## src/rtl/axi4_stream_downsizer.sv

```systemverilog
// Splits each DATA_IN_SIZE word into RATIO DATA_OUT_SIZE beats, LSB slice first; first beat 1 cycle after accept.
// Backpressure: beats hold while write_data_ready is low; a new word is taken only on the final beat's handshake.
module axi4_stream_downsizer #(
    parameter int DATA_IN_SIZE  = 32,
    parameter int DATA_OUT_SIZE = 8
) (
    input  logic                     clk,
    input  logic                     resetn,
    input  logic [DATA_IN_SIZE-1:0]  read_data,
    input  logic                     read_data_valid,
    output logic                     read_data_ready,
    output logic [DATA_OUT_SIZE-1:0] write_data,
    output logic                     write_data_valid,
    input  logic                     write_data_ready,
    output logic                     write_data_last
);

    localparam int RATIO = DATA_IN_SIZE / DATA_OUT_SIZE;
    localparam int IDX_W = (RATIO > 1) ? $clog2(RATIO) : 1;
    localparam logic [IDX_W-1:0] LAST_IDX = IDX_W'(RATIO - 1);

    generate
        if ((DATA_IN_SIZE % DATA_OUT_SIZE) != 0 || RATIO < 1) begin : g_bad_ratio
            $error("DATA_IN_SIZE must be a positive integer multiple of DATA_OUT_SIZE");
        end
    endgenerate

    typedef enum logic {
        EMPTY = 1'b0,
        FULL  = 1'b1
    } state_t;

    state_t                  state;
    state_t                  state_nxt;
    logic [IDX_W-1:0]        idx;
    logic [IDX_W-1:0]        idx_nxt;
    logic [DATA_IN_SIZE-1:0] hold_data;
    logic                    at_last;
    logic                    in_hs;
    logic                    out_hs;

    always_ff @(posedge clk or negedge resetn) begin
        if (!resetn) begin
            state <= EMPTY;
            idx   <= '0;
        end else begin
            state <= state_nxt;
            idx   <= idx_nxt;
        end
    end

    always_ff @(posedge clk or negedge resetn) begin
        if (!resetn) begin
            hold_data <= '0;
        end else if (in_hs) begin
            hold_data <= read_data;
        end
    end

    always_comb begin
        at_last          = (idx == LAST_IDX);
        write_data_valid = (state == FULL);
        write_data_last  = (state == FULL) && at_last;
        // Ready on the final beat's handshake lets the next word load with no bubble.
        read_data_ready  = resetn && ((state == EMPTY) ||
                                      ((state == FULL) && at_last && write_data_ready));
        in_hs            = read_data_valid && read_data_ready;
        out_hs           = write_data_valid && write_data_ready;
        state_nxt        = state;
        idx_nxt          = idx;
        case (state)
            EMPTY: begin
                if (in_hs) begin
                    state_nxt = FULL;
                    idx_nxt   = '0;
                end
            end
            FULL: begin
                if (out_hs) begin
                    if (at_last) begin
                        idx_nxt   = '0;
                        state_nxt = in_hs ? FULL : EMPTY;
                    end else begin
                        idx_nxt = idx + 1'b1;
                    end
                end
            end
            default: begin
                state_nxt = EMPTY;
                idx_nxt   = '0;
            end
        endcase
    end

    generate
        if (RATIO == 1) begin : g_pass
            assign write_data = hold_data;
        end else begin : g_slice
            logic [RATIO-1:0][DATA_OUT_SIZE-1:0] slices;
            assign slices     = hold_data;
            assign write_data = slices[idx];
        end
    endgenerate

endmodule

```

## config.mk

```make
export PLATFORM = sky130hd
export DESIGN_NAME = axi4_stream_downsizer
export DESIGN_NICKNAME = d
export VERILOG_FILES = /design/src/rtl/axi4_stream_downsizer.sv
export SDC_FILE = /design/constraint.sdc
export NUM_CORES = 1
export LEC_CHECK = 0
export BUFFER_PORTS_ARGS = -buffer_cell sky130_fd_sc_hd__buf_2
export CAP_MARGIN = 40
export CORE_MARGIN = 3
export CORE_UTILIZATION = 41
export DETAILED_ROUTE_END_ITERATION = 16
export HOLD_SLACK_MARGIN = 0.1
export PLACE_DENSITY_LB_ADDON = 0.05
export SYNTH_ARGS = -nofsm -noshare
export SYNTH_HDL_FRONTEND = slang
export SYNTH_SLANG_ARGS = --single-unit
```

## constraint.sdc

```tcl
create_clock -name clk -period 1.3 [get_ports clk]
set_input_delay 0.13 -clock clk [delete_from_list [all_inputs] [get_ports clk]]
set_output_delay 0.13 -clock clk [all_outputs]
set_load 0.02 [all_outputs]
```

==> results of run 1 <==
-- cells in the mapped netlist --
master / number / share of area
nand2_1: 5 / 0.012
buf_2: 1 / 0.0032
mux4_2: 8 / 0.12
buf_6: 3 / 0.022
and2_1: 2 / 0.0081
o21a_1: 1 / 0.0048
a32o_1: 1 / 0.0065
a21o_1: 1 / 0.0048
ha_1: 1 / 0.0081
mux2_2: 30 / 0.22
clkbuf_1: 1 / 0.0024
mux2_1: 2 / 0.015
a21oi_4: 1 / 0.011
dfrtp_1: 35 / 0.57
nor3_1: 1 / 0.0032
-- power by group through the flow --
stage          Clock, mW  Combinational (mW)  Sequential, mW
3_3_place_gp           0                2.10            1.89
3_5_place_dp           0                2.16            1.93
6_report           0.692                3.33            1.94
4_1_cts            0.726                2.80            1.91
5_1_grt            0.755                3.55            2.02
2_1_floorplan          0                1.57            1.85
-- layout make-up --
type | count | area, µm²
Tap cell | 46 | 57.6
Timing Repair Buffer | 96 | 871
Sequential cell | 35 | 877
Clock buffer | 6 | 72.6
Fill cell | 220 | 857
Multi-Input combinational cell | 53 | 759
-- metal layers --
metal / up-vias / wire length [µm]
li1: 535 / -
met1: 578 / 1660
met2: 39 / 2100
met3: 6 / 195
met4: 0 / 55
met5: - / 0
-- state kept, by name (all words and copies together), names as in the netlist --
| name | count |
|---|---|
| write_data_valid | 1 |
| g_slice.slices | 32 |
| idx | 2 |
-- logic make-up (layout without fill, tap and decap cells) --
logic type      count (synthesis)  after routing  share of synthesized area
flops                          35             35                      0.565
buf+inv                         5            102                     0.0275
fa+ha+maj                       1              1                    0.00808
simple gates                    8              8                     0.0234
compound gates                  4              4                     0.0267
mux                            40             40                      0.349
-- metrics by stage --
stage / setup TNS [ns] / hold WS, ns / worst slack, ns / cells
finish: -15.11 / 0.189 / -0.383 / 236
global route: -16.60 / 0.192 / -0.415 / 236
CTS: -11.93 / 0.149 / -0.387 / 229
detailed placement: -5.18 / 0.245 / -0.145 / 187
global placement: -4.11 / 0.246 / -0.112 / 187
floorplan: -2.54 / -0.166 / -0.0798 / 93
-- worst max path at each step --
| stage | startpoint | to | slack (ns) | cells after the start |
|---|---|---|---|---|
| 2_1_floorplan | idx[0]$_DFFE_PN0P_ | g_slice.slices[10]$_DFFE_PN0P_ | -0.08 | 5 |
| 3_3_place_gp | idx[0]$_DFFE_PN0P_ | g_slice.slices[3]$_DFFE_PN0P_ | -0.11 | 5 |
| 3_5_place_dp | idx[0]$_DFFE_PN0P_ | g_slice.slices[9]$_DFFE_PN0P_ | -0.15 | 5 |
| 4_1_cts | idx[0]$_DFFE_PN0P_ | write_data[7] | -0.39 | 4 |
| 5_1_grt | idx[0]$_DFFE_PN0P_ | g_slice.slices[11]$_DFFE_PN0P_ | -0.41 | 8 |
| 6_report | idx[0]$_DFFE_PN0P_ | g_slice.slices[2]$_DFFE_PN0P_ | -0.38 | 8 |
-- what timing repair did --
item                       in CTS  in global routing
resized for setup              25                 35
hold endpoints to repair       67                  0
hold buffers                   33                  0
cloned                          1                  3
pin swaps                       1                  1
setup buffers                   2                  4
setup endpoints to repair      42                 42
-- worst register-to-register path: stages (launching register included) --
cell and delay [ns]:
dfrtp_2 0.40, buf_6 0.12, buf_4 0.13, ha_4 0.17, nand2_4 0.08, a21oi_4 0.06
buf_6 0.14, clkbuf_16 0.16, mux2_4 0.30
==> metrics.md, run 1 <==
| Metric | Value |
|---|---|
| Proportion of total power due to net switching | 0.310 |
| DRC violations left | 0 |
| Vias post-DR | 1158 |
| Instance area at placement | 1880 µm² |
| H-tree level count | 2 |
| Largest stage delay on the critical path | 0.40 ns |
| Part of the Yosys area used for sequential elements | 0.565 |
| WL per Instance | 17.0 µm |
| CP arrival | 1.84 ns |
| Number of standard-cell rows in the floorplan | 21 |
| Met3 demand-to-capacity share in global routing | 0.0549 |
| Worst supply voltage drop on vdd | 1.15 mV |
| Worst Path Required | 1.46 ns |
| Seq cells post-synth | 35 |
| Number of ports placed on the die boundary | 47 |
| R2r endpoint | g_slice.slices[2]$_DFFE_PN0P_ |
| Design area | 2640 µm² |
| Netlist area before placement | 1550 µm² |
| Mean area per synthesized cell | 16.7 µm² |
| Final Setup Violations | 42 |
| Final Util | 0.755 |
| Worst-case clock buffer depth | 2 |
| Final net count | 228 |
| Y dimension of the die | 67.5 µm |
| Maximum clock frequency | 594 MHz |
| Clock Skews | 0.00247 ns |
| Distinct cell type count of the synthesized netlist | 15 |
| DRT iter0 DRCs | 41 |
| Worst Path Max Fanout | 7 |
| Commonest non-fill, non-tap cell in the layout | buf_2 |
| Total clock buffers created by CTS | 5 |
| Core outline area | 3490 µm² |
| Leakage power total | 1.22 nW |
| Startpoint of the worst-slack reg-to-reg timing path | idx[0]$_DFFE_PN0P_ |
| Most numerous cell on the critical path | buf_6 |
| Met1 demand-to-capacity share in global routing | 0.193 |
| PnR worst setup slack | -0.383 ns |
| Synth-to-layout area growth | 70.3% |
| Buffer type at the clock tree root | clkbuf_8 |
| Half-perimeter wire length of the detailed placement result | 2120 µm |
| TritonCTS clock tree | done |
| Worst Setup Start Kind | flip-flop |
| Ratio of cells with drive above 1 in the final layout | 0.605 |
| GRT Residual Overflow | 0 |
| Kind of cell adding the most delay to the critical path | buffers and inverters |
| Total count of hold-check failures in the final report | 0 |
| Result of the run | finished, violations left |
| Cell Chain, Critical Path | buf_6, buf_4, ha_4, nand2_4, a21oi_4, buf_6, clkbuf_16, mux2_4 |
| Gate count after technology mapping | 93 |
| Comb power frac | 0.559 |
| Max-cap check violation count | 0 |
| Hold Path End | idx[1]$_DFFE_PN0P_ |
| Max-slew headroom at the worst pin | 0.701 |
| Router iterations before antenna repair | 3 |
| Clk pin slew, worst setup/hold paths | 0.06 ns |
| Routability congestion estimate | 0.748 |
| Portion of total power attributed to the clock network | 0.116 |
| Quantity of I/O buffers inserted on ports | 46 |
| Number of warnings printed during yosys synthesis | 0 |
| Worst Hold Depth | 2 |
| R2r worst-path depth | 8 |
| Global-route wire length before repair | 5640 µm |
| Internal power summed over all cells | 4.12 mW |
| FF-to-FF setup slack | -0.38 ns |
| Die width | 67.5 µm |
| Capturing element type of the critical path | flip-flop |
| Portion of the clock cycle consumed by the worst path in the final layout | 1.29 |
| Critical hold path startpoint | write_data_ready |
| Power density normalized to cell area | 2260 nW/µm² |
| Global-route usage over all layers | 0.173 |
| Psw | 1.85 mW |
| Top library cells by usage in the layout, fill and taps aside | buf_2 (36), dfrtp_1 (34), dlygate4sd3_1 (33) |
| Maximum number of pins on one net before global-route repair | 36 |
| # diodes | 0 |
| CTS sink count | 35 |
| Antenna violations before repair | 0 |
| Initial Utilization | 0.443 |
| Buf/Inv on CP | 4 |
| Min cycle time layout | 1.68 ns |
| Power Total | 5.97 mW |
| Peak-usage layer in the global routing report | met2 |
| Min-delay worst type | in -> reg |
| Slowest stage cell on the critical path | dfrtp_2 |
| Sequential cell fraction of total power | 0.325 |
| Final antenna-violating net count | 0 |
| Least-Margin Pin Slew | 0.448 ns |
| Total die area | 4550 µm² |
| Syn Nets | 130 |
| Met2 usage | 0.307 |
| Insertion delay to the later sink of the worst-skew pair | 0.27 ns |
| Failing checks | setup timing |
| Critical path start-end classification | reg -> reg |
| Vias in the first global route | 1252 |
| Via-per-instance ratio | 4.91 |
| WL final | 4000 µm |
| Total count of max-transition violations in the final report | 0 |
| Setup repair after global routing missed its margin | yes |
Note: power is estimated with default switching activity, not from simulation.
==> run 2: changes to the inputs <==
Clock period 1.3 ns to 1.7 ns, I/O delays scaled along.
==> metrics.md, run 2 (same netlist as run 1, synthesis figures left out) <==
| Metric | Value |
|---|---|
| Routability congestion estimate | 0.743 |
| Global-route usage over all layers | 0.154 |
| Critical path start-end classification | reg -> out |
| Filler instances | 291 |
| Half-perimeter wire length of the detailed placement result | 2130 µm |
| Power density normalized to cell area | 1920 nW/µm² |
| Worst supply voltage drop on vdd | 0.855 mV |
| Max-slew headroom at the worst pin | 0.841 |
| Total count of hold-check failures in the final report | 0 |
| Portion of the clock cycle consumed by the worst path in the final layout | 0.996 |
| Die width | 67.5 µm |
| Final net count | 187 |
| Clock Skews | 0.00446 ns |
| Critical hold path startpoint | read_data[14] |
| Worst Path Max Fanout | 5 |
| Worst Hold Depth | 2 |
| CP arrival | 1.52 ns |
| Number of standard-cell rows in the floorplan | 21 |
| Insertion delay to the later sink of the worst-skew pair | 0.28 ns |
| Quantity of I/O buffers inserted on ports | 46 |
| Final Util | 0.587 |
| Commonest non-fill, non-tap cell in the layout | buf_2 |
| Setup repair after global routing missed its margin | yes |
| WL per Instance | 15.3 µm |
| Final Setup Violations | 0 |
| Placed cells | 185 |
| Via-per-instance ratio | 4.94 |
| DRC violations left | 0 |
| Worst Path Required | 1.53 ns |
| Min cycle time layout | 1.69 ns |
| Global-route wire length before repair | 4980 µm |
| Worst Setup Start Kind | flip-flop |
| Vias in the first global route | 1101 |
| Hold Path End | g_slice.slices[14]$_DFFE_PN0P_ |
| Maximum number of pins on one net before global-route repair | 36 |
| TritonCTS clock tree | done |
| GRT Residual Overflow | 0 |
| Initial Utilization | 0.443 |
| R2r worst-path depth | 5 |
| Antenna violations before repair | 0 |
| Result of the run | finished, final reports clean |
| Ratio of cells with drive above 1 in the final layout | 0.662 |
| Max-cap check violation count | 0 |
| Top library cells by usage in the layout, fill and taps aside | buf_2 (39), dfrtp_1 (34), mux2_2 (30) |
| WL final | 3010 µm |
| Number of ports placed on the die boundary | 47 |
| # diodes | 0 |
| CTS sink count | 35 |
| Clk pin slew, worst setup/hold paths | 0.07 ns |
| Least-Margin Pin Slew | 0.238 ns |
| Power Total | 3.94 mW |
| DRT iter0 DRCs | 50 |
| Buffer type at the clock tree root | clkbuf_8 |
| Buffer count from post-CTS setup fixing | 0 |
| Synth-to-layout area growth | 32.4% |
| FF-to-FF setup slack | 0.10 ns |
| Worst-case clock buffer depth | 2 |
| Router iterations before antenna repair | 3 |
| Startpoint of the worst-slack reg-to-reg timing path | idx[0]$_DFFE_PN0P_ |
| R2r endpoint | g_slice.slices[15]$_DFFE_PN0P_ |
| Total die area | 4550 µm² |
| Y dimension of the die | 67.5 µm |
| Leakage power total | 0.938 nW |
| Min-delay worst type | in -> reg |
| Layout Cells excl Fill | 197 |
| Maximum clock frequency | 590 MHz |
| Total clock buffers created by CTS | 5 |
| Final antenna-violating net count | 0 |
| Total Negative Setup Slacks | 0 ns |
| Largest register FFs | 32 |
| Vias post-DR | 973 |
| Core outline area | 3490 µm² |
| Capturing element type of the critical path | output pin |
| H-tree level count | 2 |
| Total count of max-transition violations in the final report | 0 |
-- run 2: cell types whose count changed in the layout (fill, tap and decap cells not counted), moves of 2 or more --
cell,previous run,this run
and2_1,0,2
and2_4,2,0
buf_2,36,39
buf_4,6,3
buf_6,14,7
clkbuf_16,3,1
dlygate4sd3_1,33,2
mux2_1,0,2
mux2_2,5,30
mux2_4,27,0
-- run 2: critical path, cell delays in order (launching register included) --
cell and delay [ns]:
dfrtp_2 0.42, clkbuf_16 0.17, mux4_2 0.50, buf_6 0.15
-- run 2: area by class of cell --
type                       count  area, µm²  area share
timing repair buffer          55        402       0.196
tap                           46       57.6      0.0281
clock inverter                 1       5.00     0.00244
clock buffer                   7       76.3      0.0372
multi-input combinational     53        633       0.309
sequential                    35        877       0.428
-- run 2: per-layer routing --
| metal | part of all wire | global-route usage | routed length, µm | vias up |
|---|---|---|---|---|
| met5 | 0 | 0 | 0 | - |
| met4 | 0.017 | 0.0684 | 50 | 0 |
| met3 | 0.064 | 0.0582 | 193 | 5 |
| met2 | 0.51 | 0.253 | 1530 | 33 |
| met1 | 0.41 | 0.178 | 1240 | 480 |
| li1 | - | - | - | 455 |
-- run 2: where the power goes --
part | total (mW) | internal, mW | switching, mW
clock network | 0.559 | 0.287 | 0.272
registers | 1.48 | 1.25 | 0.228
logic | 1.90 | 1.14 | 0.756
total | 3.94 | 2.68 | 1.26
-- run 2: repair_timing --
action                                 in CTS  in global routing
setup endpoints to repair                   8                  8
hold buffers                                2                  1
resized for setup                           2                 17
endpoints found under the hold margin      35                  1
gates cloned                                0                  1
-- run 2: metrics by stage --
step	area (µm²)	hold WS, ns	worst slack (ns)
2_1_floorplan	1550	-0.126	0.277
3_3_place_gp	1840	0.271	0.201
3_5_place_dp	1840	0.273	0.157
4_1_cts	1960	0.104	-0.0115
5_1_grt	2050	0.101	-0.0481
6_report	2050	0.112	0.00602
-- run 2: worst max-delay path by stage --
stage / startpoint / end / slack [ns] / cells after the start
3_5_place_dp: idx[1]$_DFFE_PN0P_ / g_slice.slices[10]$_DFFE_PN0P_ / 0.16 / 5
6_report: idx[0]$_DFFE_PN0P_ / write_data[6] / 0.006 / 3
4_1_cts: idx[0]$_DFFE_PN0P_ / write_data[3] / -0.01 / 3
3_3_place_gp: idx[0]$_DFFE_PN0P_ / g_slice.slices[2]$_DFFE_PN0P_ / 0.20 / 5
5_1_grt: idx[0]$_DFFE_PN0P_ / write_data[7] / -0.05 / 3
2_1_floorplan: idx[0]$_DFFE_PN0P_ / g_slice.slices[10]$_DFFE_PN0P_ / 0.28 / 5
